### config.mk
export PLATFORM = sky130hd
export DESIGN_NAME = cscv2_uart_tx
export DESIGN_NICKNAME = d
export VERILOG_FILES = /design/src/rtl/cscv2_uart_pkg.sv /design/src/rtl/cscv2_baud_gen.sv /design/src/rtl/cscv2_uart_tx.sv
export SDC_FILE = /design/constraint.sdc
export NUM_CORES = 1
export LEC_CHECK = 0
export CAP_MARGIN = 25
export CORE_ASPECT_RATIO = 1.75
export CORE_UTILIZATION = 57
export CTS_CLUSTER_DIAMETER = 60
export DETAILED_ROUTE_END_ITERATION = 10
export GPL_ROUTABILITY_DRIVEN = 0
export PLACE_DENSITY = 0.88
export SYNTH_ARGS = -nofsm -noshare
export SYNTH_HDL_FRONTEND = slang
export SYNTH_HIERARCHICAL = 1
export SYNTH_SLANG_ARGS = --single-unit
### constraint.sdc
create_clock -name clk -period 4.75 [get_ports clk]
set_clock_uncertainty 0.2 [all_clocks]
set_input_delay 0.475 -clock clk [delete_from_list [all_inputs] [get_ports clk]]
set_output_delay 0.475 -clock clk [all_outputs]
set_load 0.03 [all_outputs]
### src/rtl/cscv2_uart_pkg.sv
//------------------------------------------------------------------------------
// cscv2_uart_pkg : shared state encoding and framing constants for the
//                  CSCv2 UART transmitter.
// Revision: 1.0
//------------------------------------------------------------------------------
`default_nettype none

package cscv2_uart_pkg;

  typedef enum logic [1:0] {
    IDLE  = 2'd0,
    START = 2'd1,
    DATA  = 2'd2,
    STOP  = 2'd3
  } uart_state_t;

  localparam int DATA_BITS  = 8;
  localparam int FRAME_BITS = 10;
  localparam int FIFO_DEPTH = 4;

endpackage

`default_nettype wire

### src/rtl/cscv2_baud_gen.sv
//------------------------------------------------------------------------------
// cscv2_baud_gen : bit-period down-counter; bit_done marks the last cycle
//                  of the current serial bit.
// Revision: 1.0
//------------------------------------------------------------------------------
`default_nettype none

module cscv2_baud_gen #(
  parameter int CLKS_PER_BIT = 104,
  parameter int CNT_W        = 8
) (
  input  logic clk,
  input  logic reset,
  input  logic restart,
  output logic bit_done
);

  localparam logic [CNT_W-1:0] RELOAD = CNT_W'(CLKS_PER_BIT - 1);

  logic [CNT_W-1:0] count;

  always_ff @(posedge clk or posedge reset) begin
    if (reset) begin
      count <= '0;
    end else if (restart) begin
      count <= RELOAD;
    end else if (count != '0) begin
      count <= count - CNT_W'(1);
    end
  end

  assign bit_done = (count == '0);

endmodule

`default_nettype wire

### src/rtl/cscv2_uart_tx.sv
//------------------------------------------------------------------------------
// cscv2_uart_tx : 8N1 transmitter fed by the CSCv2 core TX strobe and A/B regs.
//                 CSCV2_UART_FIFO_EN widens the holding register to a FIFO.
// Revision: 1.0
//------------------------------------------------------------------------------
`default_nettype none

module cscv2_uart_tx
  import cscv2_uart_pkg::*;
#(
  parameter int CLKS_PER_BIT = 104,
  parameter int CNT_W        = 8
) (
  input  logic       clk,
  input  logic       reset,
  input  logic       tx_n,
  input  logic [3:0] aval,
  input  logic [3:0] bval,
  output logic       txd,
  output logic       busy,
  output logic       overrun
);

  uart_state_t          state, state_nx;
  logic [2:0]           bit_idx, idx_nx;
  logic [DATA_BITS-1:0] shift, shift_nx;
  logic                 txd_nx;
  logic                 sync1, sync2, sync3;
  logic                 strobe, accept, drop, load, restart, bit_done;
  logic                 q_valid;
  logic [DATA_BITS-1:0] q_data;

  // sync3 only delays sync2 for the falling-edge detect
  always_ff @(posedge clk or posedge reset) begin
    if (reset) begin
      sync1 <= 1'b1;
      sync2 <= 1'b1;
      sync3 <= 1'b1;
    end else begin
      sync1 <= tx_n;
      sync2 <= sync1;
      sync3 <= sync2;
    end
  end

  assign strobe = sync3 & ~sync2;

`ifdef CSCV2_UART_FIFO_EN
  localparam int PTR_W = $clog2(FIFO_DEPTH);

  logic [DATA_BITS-1:0] fifo_mem [FIFO_DEPTH];
  logic [PTR_W-1:0]     rd_ptr, wr_ptr;
  logic [PTR_W:0]       fifo_cnt;
  logic                 fifo_full;

  assign fifo_full = (fifo_cnt == (PTR_W+1)'(FIFO_DEPTH));
  assign accept    = strobe & (~fifo_full | load);
  assign drop      = strobe & fifo_full & ~load;
  assign q_valid   = (fifo_cnt != '0);
  assign q_data    = fifo_mem[rd_ptr];

  always_ff @(posedge clk) begin
    if (accept) begin
      fifo_mem[wr_ptr] <= {bval, aval};
    end
  end

  always_ff @(posedge clk or posedge reset) begin
    if (reset) begin
      rd_ptr   <= '0;
      wr_ptr   <= '0;
      fifo_cnt <= '0;
    end else begin
      if (accept) wr_ptr <= wr_ptr + PTR_W'(1);
      if (load)   rd_ptr <= rd_ptr + PTR_W'(1);
      if (accept && !load)      fifo_cnt <= fifo_cnt + (PTR_W+1)'(1);
      else if (load && !accept) fifo_cnt <= fifo_cnt - (PTR_W+1)'(1);
    end
  end
`else
  logic                 hold_valid;
  logic [DATA_BITS-1:0] hold_data;

  // a strobe coinciding with the hand-off to the shifter finds the slot free
  assign accept  = strobe & (~hold_valid | load);
  assign drop    = strobe & hold_valid & ~load;
  assign q_valid = hold_valid;
  assign q_data  = hold_data;

  always_ff @(posedge clk or posedge reset) begin
    if (reset) begin
      hold_valid <= 1'b0;
      hold_data  <= '0;
    end else if (accept) begin
      hold_valid <= 1'b1;
      hold_data  <= {bval, aval};
    end else if (load) begin
      hold_valid <= 1'b0;
    end
  end
`endif

  always_ff @(posedge clk or posedge reset) begin
    if (reset) overrun <= 1'b0;
    else if (drop) overrun <= 1'b1;
  end

  cscv2_baud_gen #(
    .CLKS_PER_BIT(CLKS_PER_BIT),
    .CNT_W       (CNT_W)
  ) u_baud (
    .clk     (clk),
    .reset   (reset),
    .restart (restart),
    .bit_done(bit_done)
  );

  always_comb begin
    state_nx = state;
    idx_nx   = bit_idx;
    shift_nx = shift;
    load     = 1'b0;
    restart  = 1'b0;
    case (state)
      IDLE: begin
        if (q_valid) begin
          state_nx = START;
          shift_nx = q_data;
          load     = 1'b1;
          restart  = 1'b1;
        end
      end
      START: begin
        if (bit_done) begin
          state_nx = DATA;
          idx_nx   = 3'd0;
          restart  = 1'b1;
        end
      end
      DATA: begin
        if (bit_done) begin
          idx_nx  = bit_idx + 3'd1;
          restart = 1'b1;
          if (bit_idx == 3'd7) state_nx = STOP;
        end
      end
      STOP: begin
        if (bit_done) begin
          restart = 1'b1;
          if (q_valid) begin
            state_nx = START;
            shift_nx = q_data;
            load     = 1'b1;
          end else begin
            state_nx = IDLE;
          end
        end
      end
      default: state_nx = IDLE;
    endcase

    // line level is registered from the next state so txd never glitches
    case (state_nx)
      START:   txd_nx = 1'b0;
      DATA:    txd_nx = shift_nx[idx_nx];
      default: txd_nx = 1'b1;
    endcase
  end

  always_ff @(posedge clk or posedge reset) begin
    if (reset) begin
      state   <= IDLE;
      bit_idx <= 3'd0;
      shift   <= '0;
      txd     <= 1'b1;
    end else begin
      state   <= state_nx;
      bit_idx <= idx_nx;
      shift   <= shift_nx;
      txd     <= txd_nx;
    end
  end

  assign busy = (state != IDLE) | q_valid;

endmodule

`default_nettype wire
# --- Word level (Yosys, flattened, before mapping) ---
# Index checks and enable logic that the tools add are counted.
word_totals:
  in_bits: 11
  ff_bits: 35
  output_inout_bits: 3
  word_cells: 61
op_classes:
  order_cmp: 1
  n_eq_ne: 6
  n_mux: 25
  n_bitwise: 9
  add_sub_neg: 2
  n_reduce_logical: 7
ops:
  columns: ["op", "n"]
  rows:
  - ["2-to-1 mux 8 bit", 4]
  - ["one-hot mux 8 bit (2 select lines)", 1]
  - ["2-to-1 mux 2 bit", 5]
  - ["zero test 8 bit", 1]
  - ["one-hot mux 2 bit (4 select lines)", 1]
  - ["nonzero test 8 bit", 1]
  - ["subtractor 8 x 1 -> 8 bit, second input constant", 1]
  - ["2-to-1 mux 1 bit", 7]
  - ["equality test 2 bit, second input constant", 3]
  - ["2-to-1 mux 3 bit", 2]
  - ["one-hot mux 1 bit (2 select lines)", 3]
  - ["one-hot mux 3 bit (2 select lines)", 1]
  - ["nonzero test 2 bit", 3]
  - ["bitwise AND 1 bit", 4]
  - ["equality test 2 x 1 -> 1 bit, second input constant", 2]
  - ["less-than comparator 3 x 4 -> 1 bit, second input constant", 1]
  - ["adder 3 x 1 -> 3 bit, second input constant", 1]
  - ["binary-select mux 1 bit (select 3 bit)", 1]
  - ["equality test 3 bit, second input constant", 1]
  - ["inverter 1 bit", 3]
  - ["OR reduction 3 bit", 1]
  - ["zero test 2 bit", 1]
  - ["OR 1 bit", 2]

# --- Longest topological paths before layout ---
# Gate-level depths: netlist of run 1.
logic_depth:
  ltp_word: 6
  depth_mapped: 12
  ltp_nobuf: 12

# --- Cells and area by module ---
# The synthesis of run 1 kept the hierarchy.
modules_own_cells:
  columns: ["mod", "n_inst", "area_each_um2", "cells_per_inst", "seq_area_each_um2"]
  rows:
  - ["cscv2_uart_tx", 1, 1373.8, 111, 680.7]
  - ["cscv2_baud_gen", 1, 466.7, 47, 200.2]

# --- Least setup slack after synthesis of run 1 ---
# Ideal clock, no wire load.
synth_path:
  kind: "flip-flop to flip-flop"
  from: "register u_baud.count[0]"
  to: "register txd"
  setup_ps: 84
  setup_slack_ps: 1388
  path_stages_with_launch: 13
  path_buffers: 0
  t_required_ps: 4466
  arrival_ps: 3079
  synth_period_minus_slack_ps: 3362
  path_cell_list: "dfrtp_1 inv_1 ha_1 or3b_2 nor2_1 inv_1 ha_1 nand2b_1 a31oi_4 mux2_2 a22oi_1 o2111a_1 a31oi_1"
synth_via:
  elab_chain_cells: 6
  elab_cells_between_ends: 15
  classes_between: "eq/ne: 2; mux: 12; reduce/logical: 1"
synth_rtl:
  columns: ["element", "line_no", "rtl"]
  rows:
  - ["start, declared", "cscv2_baud_gen.sv:20", "logic [CNT_W-1:0] count;"]
  - ["start signal, assigned", "cscv2_baud_gen.sv:28", "count <= count - CNT_W'(1);"]
  - ["zero test 8 bit *", "cscv2_baud_gen.sv:32", "assign bit_done = (count == '0);"]
  - ["named net bit_done", "cscv2_uart_tx.sv:29", "logic strobe, accept, drop, load, restart, bit_done;"]
  - ["2-to-1 mux 3 bit (on tied branches)", "cscv2_uart_tx.sv:141, cscv2_uart_tx.sv:134", null]
  - ["one-hot mux 3 bit (2 select lines) *", "cscv2_uart_tx.sv:124", "case (state)"]
  - ["named net idx_nx[0]", "cscv2_uart_tx.sv:25", "logic [2:0] bit_idx, idx_nx;"]
  - ["binary-select mux 1 bit (select 3 bit) *", "cscv2_uart_tx.sv:165", "DATA: txd_nx = shift_nx[idx_nx];"]
  - ["2-to-1 mux 1 bit (implied by the code) *", "cscv2_uart_tx.sv:165", null]
  - ["one-hot mux 1 bit (2 select lines) *", "cscv2_uart_tx.sv:163", "case (state_nx)"]
  - ["named net txd_nx", "cscv2_uart_tx.sv:27", "logic txd_nx;"]
  - ["end signal, assigned", "cscv2_uart_tx.sv:180", "txd <= txd_nx;"]
  - ["end, declared", "cscv2_uart_tx.sv:19", "output logic txd,"]
# The timed path passes the listed nets; every way through them passes the cells marked *. The select of a mux whose other input is x is not followed.
# A chain may end at the register's enable or synchronous reset.

# --- Worst setup path after layout of run 1 ---
# Ends and elaborated chain as after synthesis.

==> summary.md, run 1 <==
| Metric | Value |
|---|---|
| Min setup slack post-route | `928 ps` |
| Vias/cell | `around 6` |
| HPWL Detailed | `2840 um` |
| Post-CTS Setup Bufs | `0` |
| TritonCTS Sinks | `35` |
| Vias in the first global route | `1339` |
| Util after Layout | `68.2%` |
| Worst R2R Start | `u_baud/count[0]` |
| R2R cell count | `12` |
| Max frequency | `262 MHz` |
| First-pass GRT wire length | `5950 um` |
| Core area | `3110 um^2` |
| CTS clk-pin slew, worst paths | `70 ps` |
| Status | `completed` |
| Crit end category | `flip-flop` |
| First DRT Iteration DRCs | `56` |
| Synthesis Warnings | `6` |
| CTS Buf Count | `5` |
| Seq/Total Area, Yosys | `47.9%` |
| Syn_nets | `approximately 180` |
| Initial antenna violation count | `0` |
| Post-CTS Hold Fix Bufs | `0` |
| IO buf count | `13` |
| Max-slew violation total from the final report | `0` |
| Final Hold Violating Endpoints | `0` |
| DRC | `0` |
| Avg Cell Area, Syn | `11.6 um^2` |
| Measured slew at the worst slew-check pin | `634 ps` |
| HP Start | `sync1` |
| Setup TNS | `0 ps` |
| ANT cells | `0` |
| GRT overflow | `0` |
| CP Launch Type | `flip-flop` |
| Die Height | `77.2 um` |
| Die W | `~45 um` |
| CTS tree | `built` |
| Final min period | `3820 ps` |
| Flop-to-flop setup slack | `930 ps` |
| Routed wire per std cell | `roughly 17 um` |
| Seq cells post-synth | `35` |
| Layout net count | `196` |
| Top_reg_cell synth | `dfrtp_1` |
| Final ANT Viol Nets | `0` |
| Synth unique cells | `50` |
| Final period utilization | `80.5%` |
| Number of synthesized flops with an enable pin | `0` |
| Worst Hold End | `sync2` |
| Share of cells above drive strength 1 | `15.8%` |
| Hold Path Class | `reg2reg` |
| Synthesized instance count | `between 150 and 200` |
| Post-synth ARST share | `100%` |
| Pre-Repair DR Iteration Count | `4` |
| Slew headroom | `57.5%` |
| Leakage | `between 0.9 and 1 nW` |
| Max-cap violations | `0` |
| DR vias | `1308` |
| Req. time, crit path | `4760 ps` |
| Finish-stage setup viols | `0` |
| WP data arrival | `3830 ps` |
| Die area | `3470 um^2` |
| Pre-CTS setup slack | `between 900 and 1000 ps` |
| Max IR drop VDD | `0.358 mV` |
| CP max FO | `10` |
| All-Layer GR Usage | `24.0%` |
| Reg2reg end | `txd` |
| Hold Path Depth | `0` |
| PwrDens | `570 nW/um^2` |
| Critical path type | `reg2reg` |
| Pin count of the biggest net entering global routing | `28` |
| Row count | `27` |
| Skew-Pair Late Insertion Delay | `290 ps` |
| Final WL | `3700 um` |
| Resize count post-CTS | `0` |
| Syn Std Cell Area | `1840 um^2` |
| I/O Pins | `14` |
| Clock buffer depth | `2` |
| H-tree Lvls | `2` |
| Clock Root Buffer | `clkbuf_8` |
| Layout area overhead | `15.2%` |
| Worst hold slack | `156 ps` |
| RSZ-0062 raised after global routing | `false` |
| Initial core utilization | `around 60%` |
==> registers in the layout, summed over array words and instances, names as in the netlist <==
register      flops
state             2
bit_idx           3
txd               1
hold_data         8
overrun           1
shift             8
sync1             1
hold_valid        1
sync3             1
sync2             1
u_baud/count      8
==> final cells by class <==
cell class	count	area, um^2
Fill cell	247	987
Multi-Input combinational cell	108	900
Sequential cell	35	881
Timing Repair Buffer	14	158
Clock buffer	7	76.3
Tap cell	43	53.8
Inverter	12	45.0
Clock inverter	1	7.51
==> Yosys cell counts (all sizes together) (2+ instances only) <==
cell / n / share of area, %
o21ai: 9 / 2.4
a21o: 4 / 1.6
o31ai: 2 / 0.82
inv: 12 / 2.4
a22o: 10 / 5.4
ha: 9 / 6.1
a31oi: 3 / 2.7
dfrtp: 31 / 42
nor3: 2 / 0.82
nand3: 4 / 1.1
nor3b: 2 / 1.4
mux2: 13 / 8.0
nand2b: 6 / 2.0
nand2: 5 / 1.0
buf: 2 / 0.61
a21boi: 2 / 0.82
nor2: 10 / 2.2
a21oi: 6 / 1.8
nor2b: 2 / 0.68
dfstp: 4 / 5.7
==> critical path, stage by stage, from the launching register on <==
cell and delay (ps):
dfrtp_1 440, inv_1 110, ha_1 240, or3b_2 490, nor2_1 500, inv_1 130
ha_1 290, nand2b_1 170, a31oi_4 300, mux2_2 370, a22oi_1 190, o2111a_1 220
a31oi_1 90
==> metal layers <==
metal  global-route usage, %  wire, um  vias to the layer above
met5                       0         0                        -
met4                    10.9       119                        0
li1                        -         -                      616
met3                    5.88       105                       11
met1                    23.6      1290                      653
met2                    43.6      2180                       28
==> how the worst max path moves through the flow <==
stage               slack [ps]            start  cells past startpoint   to
global placement          1220  u_baud/count[0]                     12  txd
finish                     930  u_baud/count[0]                     12  txd
detailed placement         980  u_baud/count[0]                     12  txd
floorplan                 1390  u_baud/count[0]                     12  txd
CTS                        950  u_baud/count[0]                     12  txd
global route               760  u_baud/count[1]                     12  txd
==> report_power, final <==
part | internal [W] | switching [W] | total [W]
registers | 0.000407 | 0.0000967 | 0.000504
logic | 0.000231 | 0.000269 | 0.000500
clock network | 0.000104 | 0.000102 | 0.000206
total | 0.000741 | 0.000468 | 0.00121
==> layout by cell type (no fill, tap or decap), drive strengths merged, types with 5 or more instances in the layout <==
cell / netlist / final
nand2: 5 / 5
a22o: 10 / 10
a21oi: 6 / 6
clkbuf: 1 / 7
ha: 9 / 9
clkdlybuf4s50: 0 / 13
mux2: 13 / 13
o21ai: 9 / 9
dfrtp: 31 / 31
nand2b: 6 / 6
inv: 12 / 12
nor2: 10 / 10
==> metrics by stage <==
stage	power [W]	std cells	cell area (um^2)
2_1_floorplan	0.000873	158	1840
3_3_place_gp	0.000961	211	2010
3_5_place_dp	0.00100	211	2010
4_1_cts	0.00121	219	2090
5_1_grt	0.00128	220	2120
6_report	0.00121	220	2120
==> cell families after synthesis <==
| kind of cell | after synthesis | synth area share [%] |
|---|---|---|
| compound gates | 46 | 20.9 |
| fa+ha+maj | 9 | 6.12 |
| buf+inv | 15 | 3.26 |
| flops | 35 | 47.9 |
| mux | 13 | 7.95 |
| simple gates | 40 | 13.9 |
Note: power is estimated with default switching activity, not from simulation.
==> inputs of run 2 (changes only) <==
clock period = 3.75 ns   (was 4.75 ns; I/O delays follow)
==> run 2 against run 1 <==
  * Total power grew 27%
  * Die area is the same
  * Sequential share of layout area shrank 0.20 points
  * Flip-flop and latch count is the same
  * First-iteration DRC count grew 30%
  * Critical path type unchanged
  * Largest power group unchanged
==> summary.md, run 2 (synthesized netlist as in run 1, its figures left out) <==
| Metric | Value |
|---|---|
| Die W | `45.0 um (unchanged)` |
| Vias/cell | `6.05 (+1.8%)` |
| First DRT Iteration DRCs | `73 (+30%)` |
| Pin count of the biggest net entering global routing | `28 (unchanged)` |
| DR vias | `1337 (+2.2%)` |
| Met2 Usage GRT | `44.8% (+1.2 points)` |
| H-tree Lvls | `2 (unchanged)` |
| Resize count post-CTS | `0 (unchanged)` |
| CP Launch Type | `flip-flop` |
| Max IR drop VDD | `0.452 mV (+26%)` |
| CTS tree | `built` |
| Die area | `3470 um^2 (unchanged)` |
| Initial core utilization | `59.2% (unchanged)` |
| PwrDens | `721 nW/um^2 (+27%)` |
| Combinational Power Share | `41.1% (-0.2 points)` |
| Pre-CTS setup slack | `435 ps (-540 ps)` |
| IO buf count | `13 (unchanged)` |
| DRC | `0 (unchanged)` |
| Crit end category | `flip-flop` |
| CP max FO | `8 (-2)` |
| Slew headroom | `56.6% (-0.83 points)` |
| Post-CTS Setup Bufs | `0 (unchanged)` |
| Final min period | `3330 ps (-494 ps)` |
| Final WL | `3760 um (+1.6%)` |
| Min setup slack post-route | `422 ps (-506 ps)` |
| Max-cap violations | `0 (unchanged)` |
| Finish-stage setup viols | `0 (unchanged)` |
| Top flop regs | `hold_data: 8 flops, shift: 8 flops, u_baud/count: 8 flops` |
| Skew-Pair Late Insertion Delay | `290 ps (about the same)` |
| HPWL Detailed | `2820 um (-0.56%)` |
| Clock Root Buffer | `clkbuf_8` |
| Max frequency | `300 MHz (+15%)` |
| Max-slew violation total from the final report | `0 (unchanged)` |
| Die Height | `77.2 um (unchanged)` |
| Critical path type | `reg2reg` |
| First-pass GRT wire length | `6130 um (+3.0%)` |
| Sw Share | `38.9% (+0.16 points)` |
| Post-CTS Hold Fix Bufs | `0 (unchanged)` |
| Req. time, crit path | `3780 ps (-980 ps)` |
| WP data arrival | `3350 ps (-480 ps)` |
| Status | `completed` |
| Share of cells above drive strength 1 | `16.9% (+1.0 points)` |
| Clk pwr share | `17.1% (about the same)` |
| Final ANT Viol Nets | `0 (unchanged)` |
| TritonCTS Sinks | `35 (unchanged)` |
| Measured slew at the worst slew-check pin | `646 ps (+12.3 ps)` |
| Most common cell after layout, fill and taps aside | `dfrtp_1` |
| Final Hold Violating Endpoints | `0 (unchanged)` |
| Setup TNS | `0 ps (unchanged)` |
| Busiest grt layer | `met2` |
| R2R cell count | `12 (unchanged)` |
| Placed Cells | `212 (+0.47%)` |
| Layout net count | `197 (+0.51%)` |
| Layout area overhead | `15.8%` |
| Int Power | `0.000940 W (+27%)` |
| Met1 Usage GRT | `24.3% (+0.75 points)` |
| Sequential power share | `41.8% (+0.2 points)` |
| Filler Cell Count | `244 (-1.2%)` |
| Worst hold slack | `119 ps (-37.0 ps)` |
| Flop-to-flop setup slack | `420 ps (-510 ps)` |
| GRT overflow | `0 (unchanged)` |
| Hold Path Class | `in2async` |
| Switching power total | `0.000598 W (+28%)` |
| Initial antenna violation count | `0 (unchanged)` |
| Core area | `3110 um^2 (unchanged)` |
| All-Layer GR Usage | `24.4% (+0.46 points)` |
| ANT cells | `0 (unchanged)` |
| CTS clk-pin slew, worst paths | `70 ps (about the same)` |
| M3 GR Usage | `5.18% (-0.71 points)` |
| Row count | `27 (unchanged)` |
| Routed wire per std cell | `17.0 um (+1.2%)` |
| Clock buffer depth | `2 (unchanged)` |
| Vias in the first global route | `1390 (+3.8%)` |
| Final Non-Filler Cells | `221 (+0.45%)` |
| Final period utilization | `88.7% (+8.3 points)` |
| CTS Buf Count | `5 (unchanged)` |
| RSZ-0062 raised after global routing | `false` |
| Pre-Repair DR Iteration Count | `4 (unchanged)` |
| Leakage | `0.920 nW (+1.3%)` |
| I/O Pins | `14 (unchanged)` |
| Commonest non-fill, non-tap cells in the layout | `31 x dfrtp_1, 13 x clkdlybuf4s50_1, 12 x inv_1` |
| Overall Power | `0.00154 W (+27%)` |
run 2: critical path, cell delays in order, from the launching register on:
cell      delay [ps]
dfrtp_1          430
inv_1            100
ha_1             230
or3b_2           480
nor2_1           140
inv_1             80
ha_1             270
nand2b_1         180
a31oi_4          310
mux2_2           370
a22oi_1          180
o2111a_1         220
a31oi_1           80
run 2: stage by stage:
stage               utilization [%]  instance area [um^2]
finish                         68.6                  2130
global route                   68.6                  2130
CTS                            67.7                  2100
detailed placement             64.9                  2020
global placement               64.9                  2020
floorplan                         -                  1840
run 2: area by class of cell:
class,count,area (um^2),share of cell area (%)
clock buffer,6,72.6,3.41
clock inverter,2,13.8,0.646
inverter,12,45.0,2.11
multi-input combinational,108,900,42.2
sequential,35,881,41.3
tap,43,53.8,2.52
timing repair buffer,15,165,7.75
run 2: final timing paths:
| check | end | from |
|---|---|---|
| max | txd | u_baud/count[0] |
| min | hold_data[1] | reset |
| max reg2reg | txd | u_baud/count[0] |
| min reg2reg | sync2 | sync1 |
| max in group asynchronous | sync2 | reset |
| min in group clk | sync2 | sync1 |
run 2: power by group through the flow:
| stage | clock (W) | combinational [W] | sequential, W |
|---|---|---|---|
| 6_report | 0.000264 | 0.000631 | 0.000642 |
| 5_1_grt | 0.000284 | 0.000692 | 0.000660 |
| 4_1_cts | 0.000272 | 0.000629 | 0.000641 |
| 3_5_place_dp | 0 | 0.000626 | 0.000646 |
| 3_3_place_gp | 0 | 0.000585 | 0.000632 |
| 2_1_floorplan | 0 | 0.000487 | 0.000619 |
run 2: per-layer routing:
layer	up-vias	share of wire, %
li1	616	-
met1	662	35
met2	47	58
met3	12	3.9
met4	0	3.0
met5	-	0
==> inputs of run 3 (changes only) <==
--- a/config.mk
+++ b/config.mk
@@ -12,5 +12,5 @@
 export DETAILED_ROUTE_END_ITERATION = 10
 export GPL_ROUTABILITY_DRIVEN = 0
-export PLACE_DENSITY = 0.88
+export PLACE_DENSITY = 0.83
 export SYNTH_ARGS = -nofsm -noshare
 export SYNTH_HDL_FRONTEND = slang
--- a/constraint.sdc
+++ b/constraint.sdc
@@ -3,3 +3,3 @@
 set_input_delay 0.375 -clock clk [delete_from_list [all_inputs] [get_ports clk]]
 set_output_delay 0.375 -clock clk [all_outputs]
-set_load 0.03 [all_outputs]
+set_load 0.01 [all_outputs]
==> run 3 against run 2 <==
  * Global-route usage decreased by 0.20 points
  * Core utilization decreased by 0.080 points
  * Highest routed layer unchanged
  * Largest power group unchanged
  * Setup slack got worse by 37 ps
  * Total power decreased by 2.1%
==> summary.md, run 3 (synthesized netlist as in run 1, its figures left out) <==
| Metric | Value |
|---|---|
| Status | `completed` |
| DR vias | `1318 (-1.4%)` |
| I/O Pins | `14 (unchanged)` |
| Req. time, crit path | `3750 ps (-30 ps)` |
| CP max FO | `8 (unchanged)` |
| RSZ-0062 raised after global routing | `false` |
| R2R cell count | `12 (unchanged)` |
| GRT overflow | `0 (unchanged)` |
| CTS clk-pin slew, worst paths | `70 ps (about the same)` |
| Flop-to-flop setup slack | `390 ps (-40 ps)` |
| Hold Path Class | `in2async` |
| H-tree Lvls | `2 (unchanged)` |
| Skew-Pair Late Insertion Delay | `290 ps (about the same)` |
| Max IR drop VDD | `0.469 mV (+3.7%)` |
| First-pass GRT wire length | `5990 um (-2.3%)` |
| Area post-placement | `2020 um^2 (unchanged)` |
| Util after Layout | `68.5% (-0.080 points)` |
| Final WL | `3620 um (-3.7%)` |
| Setup TNS | `0 ps (unchanged)` |
| Vias in the first global route | `1360 (-2.2%)` |
| Initial core utilization | `59.2% (unchanged)` |
| CP top delay family | `simple AND/OR/NAND/NOR gates` |
| Met2 WL | `2120 um (-2.3%)` |
| Post-CTS Setup Bufs | `0 (unchanged)` |
| Share of cells above drive strength 1 | `16.3% (-0.56 points)` |
| Resize count post-CTS | `0 (unchanged)` |
| ANT cells | `0 (unchanged)` |
| Final min period | `3360 ps (+36.8 ps)` |
| Slew headroom | `56.1% (-0.59 points)` |
| Finish-stage setup viols | `0 (unchanged)` |
| Final ANT Viol Nets | `0 (unchanged)` |
| First DRT Iteration DRCs | `28 (-62%)` |
| Filler Cell Count | `236 (-3.3%)` |
| Seq. cell area | `881 um^2 (unchanged)` |
| Finished Cell Area | `2130 um^2 (-0.12%)` |
| Pre-CTS setup slack | `452 ps (+16.9 ps)` |
| Die area | `3470 um^2 (unchanged)` |
| Max-slew violation total from the final report | `0 (unchanged)` |
| DR WL met3 | `113 um (-24%)` |
| Clock buffer depth | `2 (unchanged)` |
| Final period utilization | `89.7% (+0.98 points)` |
| CTS Buf Count | `5 (unchanged)` |
| Leakage | `0.914 nW (-0.73%)` |
| Worst R2R Start | `u_baud/count[0]` |
| WP data arrival | `3370 ps (+20 ps)` |
| Layout net count | `197 (unchanged)` |
| Die Height | `77.2 um (unchanged)` |
| Slowest cell on crit path | `or3b_2` |
| Post-CTS Hold Fix Bufs | `0 (unchanged)` |
| Pre-Repair DR Iteration Count | `4 (unchanged)` |
| Crit end category | `flip-flop` |
| All-Layer GR Usage | `24.2% (-0.20 points)` |
| Most common cell after layout, fill and taps aside | `dfrtp_1` |
| Reg2reg end | `txd` |
| Routed wire per std cell | `16.4 um (-3.7%)` |
| IO buf count | `13 (unchanged)` |
| Min setup slack post-route | `385 ps (-36.8 ps)` |
| Final Hold Violating Endpoints | `0 (unchanged)` |
| Max-cap violations | `0 (unchanged)` |
| Commonest non-fill, non-tap cells in the layout | `31 x dfrtp_1, 13 x clkdlybuf4s50_1, 12 x inv_1` |
| CP Launch Type | `flip-flop` |
| Initial antenna violation count | `0 (unchanged)` |
| TritonCTS Sinks | `35 (unchanged)` |
| Met1 Routed Length | `1310 um (-0.83%)` |
| Multi-input gate area in the final layout | `900 um^2 (unchanged)` |
| PwrDens | `707 nW/um^2 (-2.0%)` |
| Clock Root Buffer | `clkbuf_8` |
| Vias/cell | `5.96 (-1.4%)` |
| WP buf/inv | `2 (unchanged)` |
| DRC | `0 (unchanged)` |
| Die W | `45.0 um (unchanged)` |
| Biggest cell delay along the critical path | `490 ps (about the same)` |
| CTS tree | `built` |
| Critical path type | `reg2reg` |
| Top flop regs | `hold_data: 8 flops, shift: 8 flops, u_baud/count: 8 flops` |
| Pin count of the biggest net entering global routing | `28 (unchanged)` |
| Layout area overhead | `15.6%` |
| Core area | `3110 um^2 (unchanged)` |
| Measured slew at the worst slew-check pin | `655 ps (+8.79 ps)` |
| Row count | `27 (unchanged)` |
| Highest metal used | `met4` |
| CP Cell Sequence | `inv_1 > ha_1 > or3b_2 > nor2_1 > inv_1 > ha_1 > nand2b_1 > a31oi_4 > mux2_2 > a22oi_1 > o2111a_1 > a31oi_1` |
| HPWL Detailed | `2710 um (-3.8%)` |
| Max frequency | `297 MHz (-1.1%)` |
run 3: cell types whose count changed in the layout (fill, tap and decap cells not counted), sizes merged:
cell	delta
clkinvlp	+1
clkinv	-2
clkbuf	+1
run 3: worst reg2reg max path, stage by stage (launching register included):
cell	delay, ps
dfrtp_1	430
inv_1	100
ha_1	240
or3b_2	490
nor2_1	140
inv_1	70
ha_1	260
nand2b_1	180
a31oi_4	300
mux2_2	370
a22oi_1	190
o2111a_1	220
a31oi_1	90
run 3: final cells by class:
type                    count  area share (%)
multi-input cells         108            42.3
flip-flops and latches     35            41.4
repair buffers             15            7.76
clock buffers               7            3.59
well taps                  43            2.53
inverters                  12            2.12
clock inverters             1           0.353
run 3: per-layer routing:
| metal | GRT usage (%) | up-vias |
|---|---|---|
| met4 | 13.0 | 0 |
| met5 | 0 | - |
| met3 | 7.29 | 5 |
| li1 | - | 616 |
| met1 | 24.1 | 669 |
| met2 | 42.0 | 28 |
run 3: worst max path at each step:
stage | startpoint | end | slack [ps] | cells after the start
after floorplan | u_baud/count[0] | txd | 390 | 12
after global placement | u_baud/count[0] | txd | 540 | 12
after detailed placement | u_baud/count[0] | txd | 450 | 12
after CTS | u_baud/count[0] | txd | 420 | 12
after global routing | u_baud/count[1] | txd | 210 | 12
final | u_baud/count[0] | txd | 390 | 12
run 3: metrics by stage:
stage / total power (W) / cells / hold WS (ps)
finish: 0.00151 / 221 / 98.3
global route: 0.00161 / 221 / 95.5
CTS: 0.00151 / 220 / 161
detailed placement: 0.00125 / 212 / 148
global placement: 0.00121 / 212 / 147
floorplan: 0.00109 / 158 / -9.34
run 3: where the power goes:
group | switching (W) | internal, W
registers | 0.000123 | 0.000516
logic | 0.000317 | 0.000292
clock network | 0.000126 | 0.000131
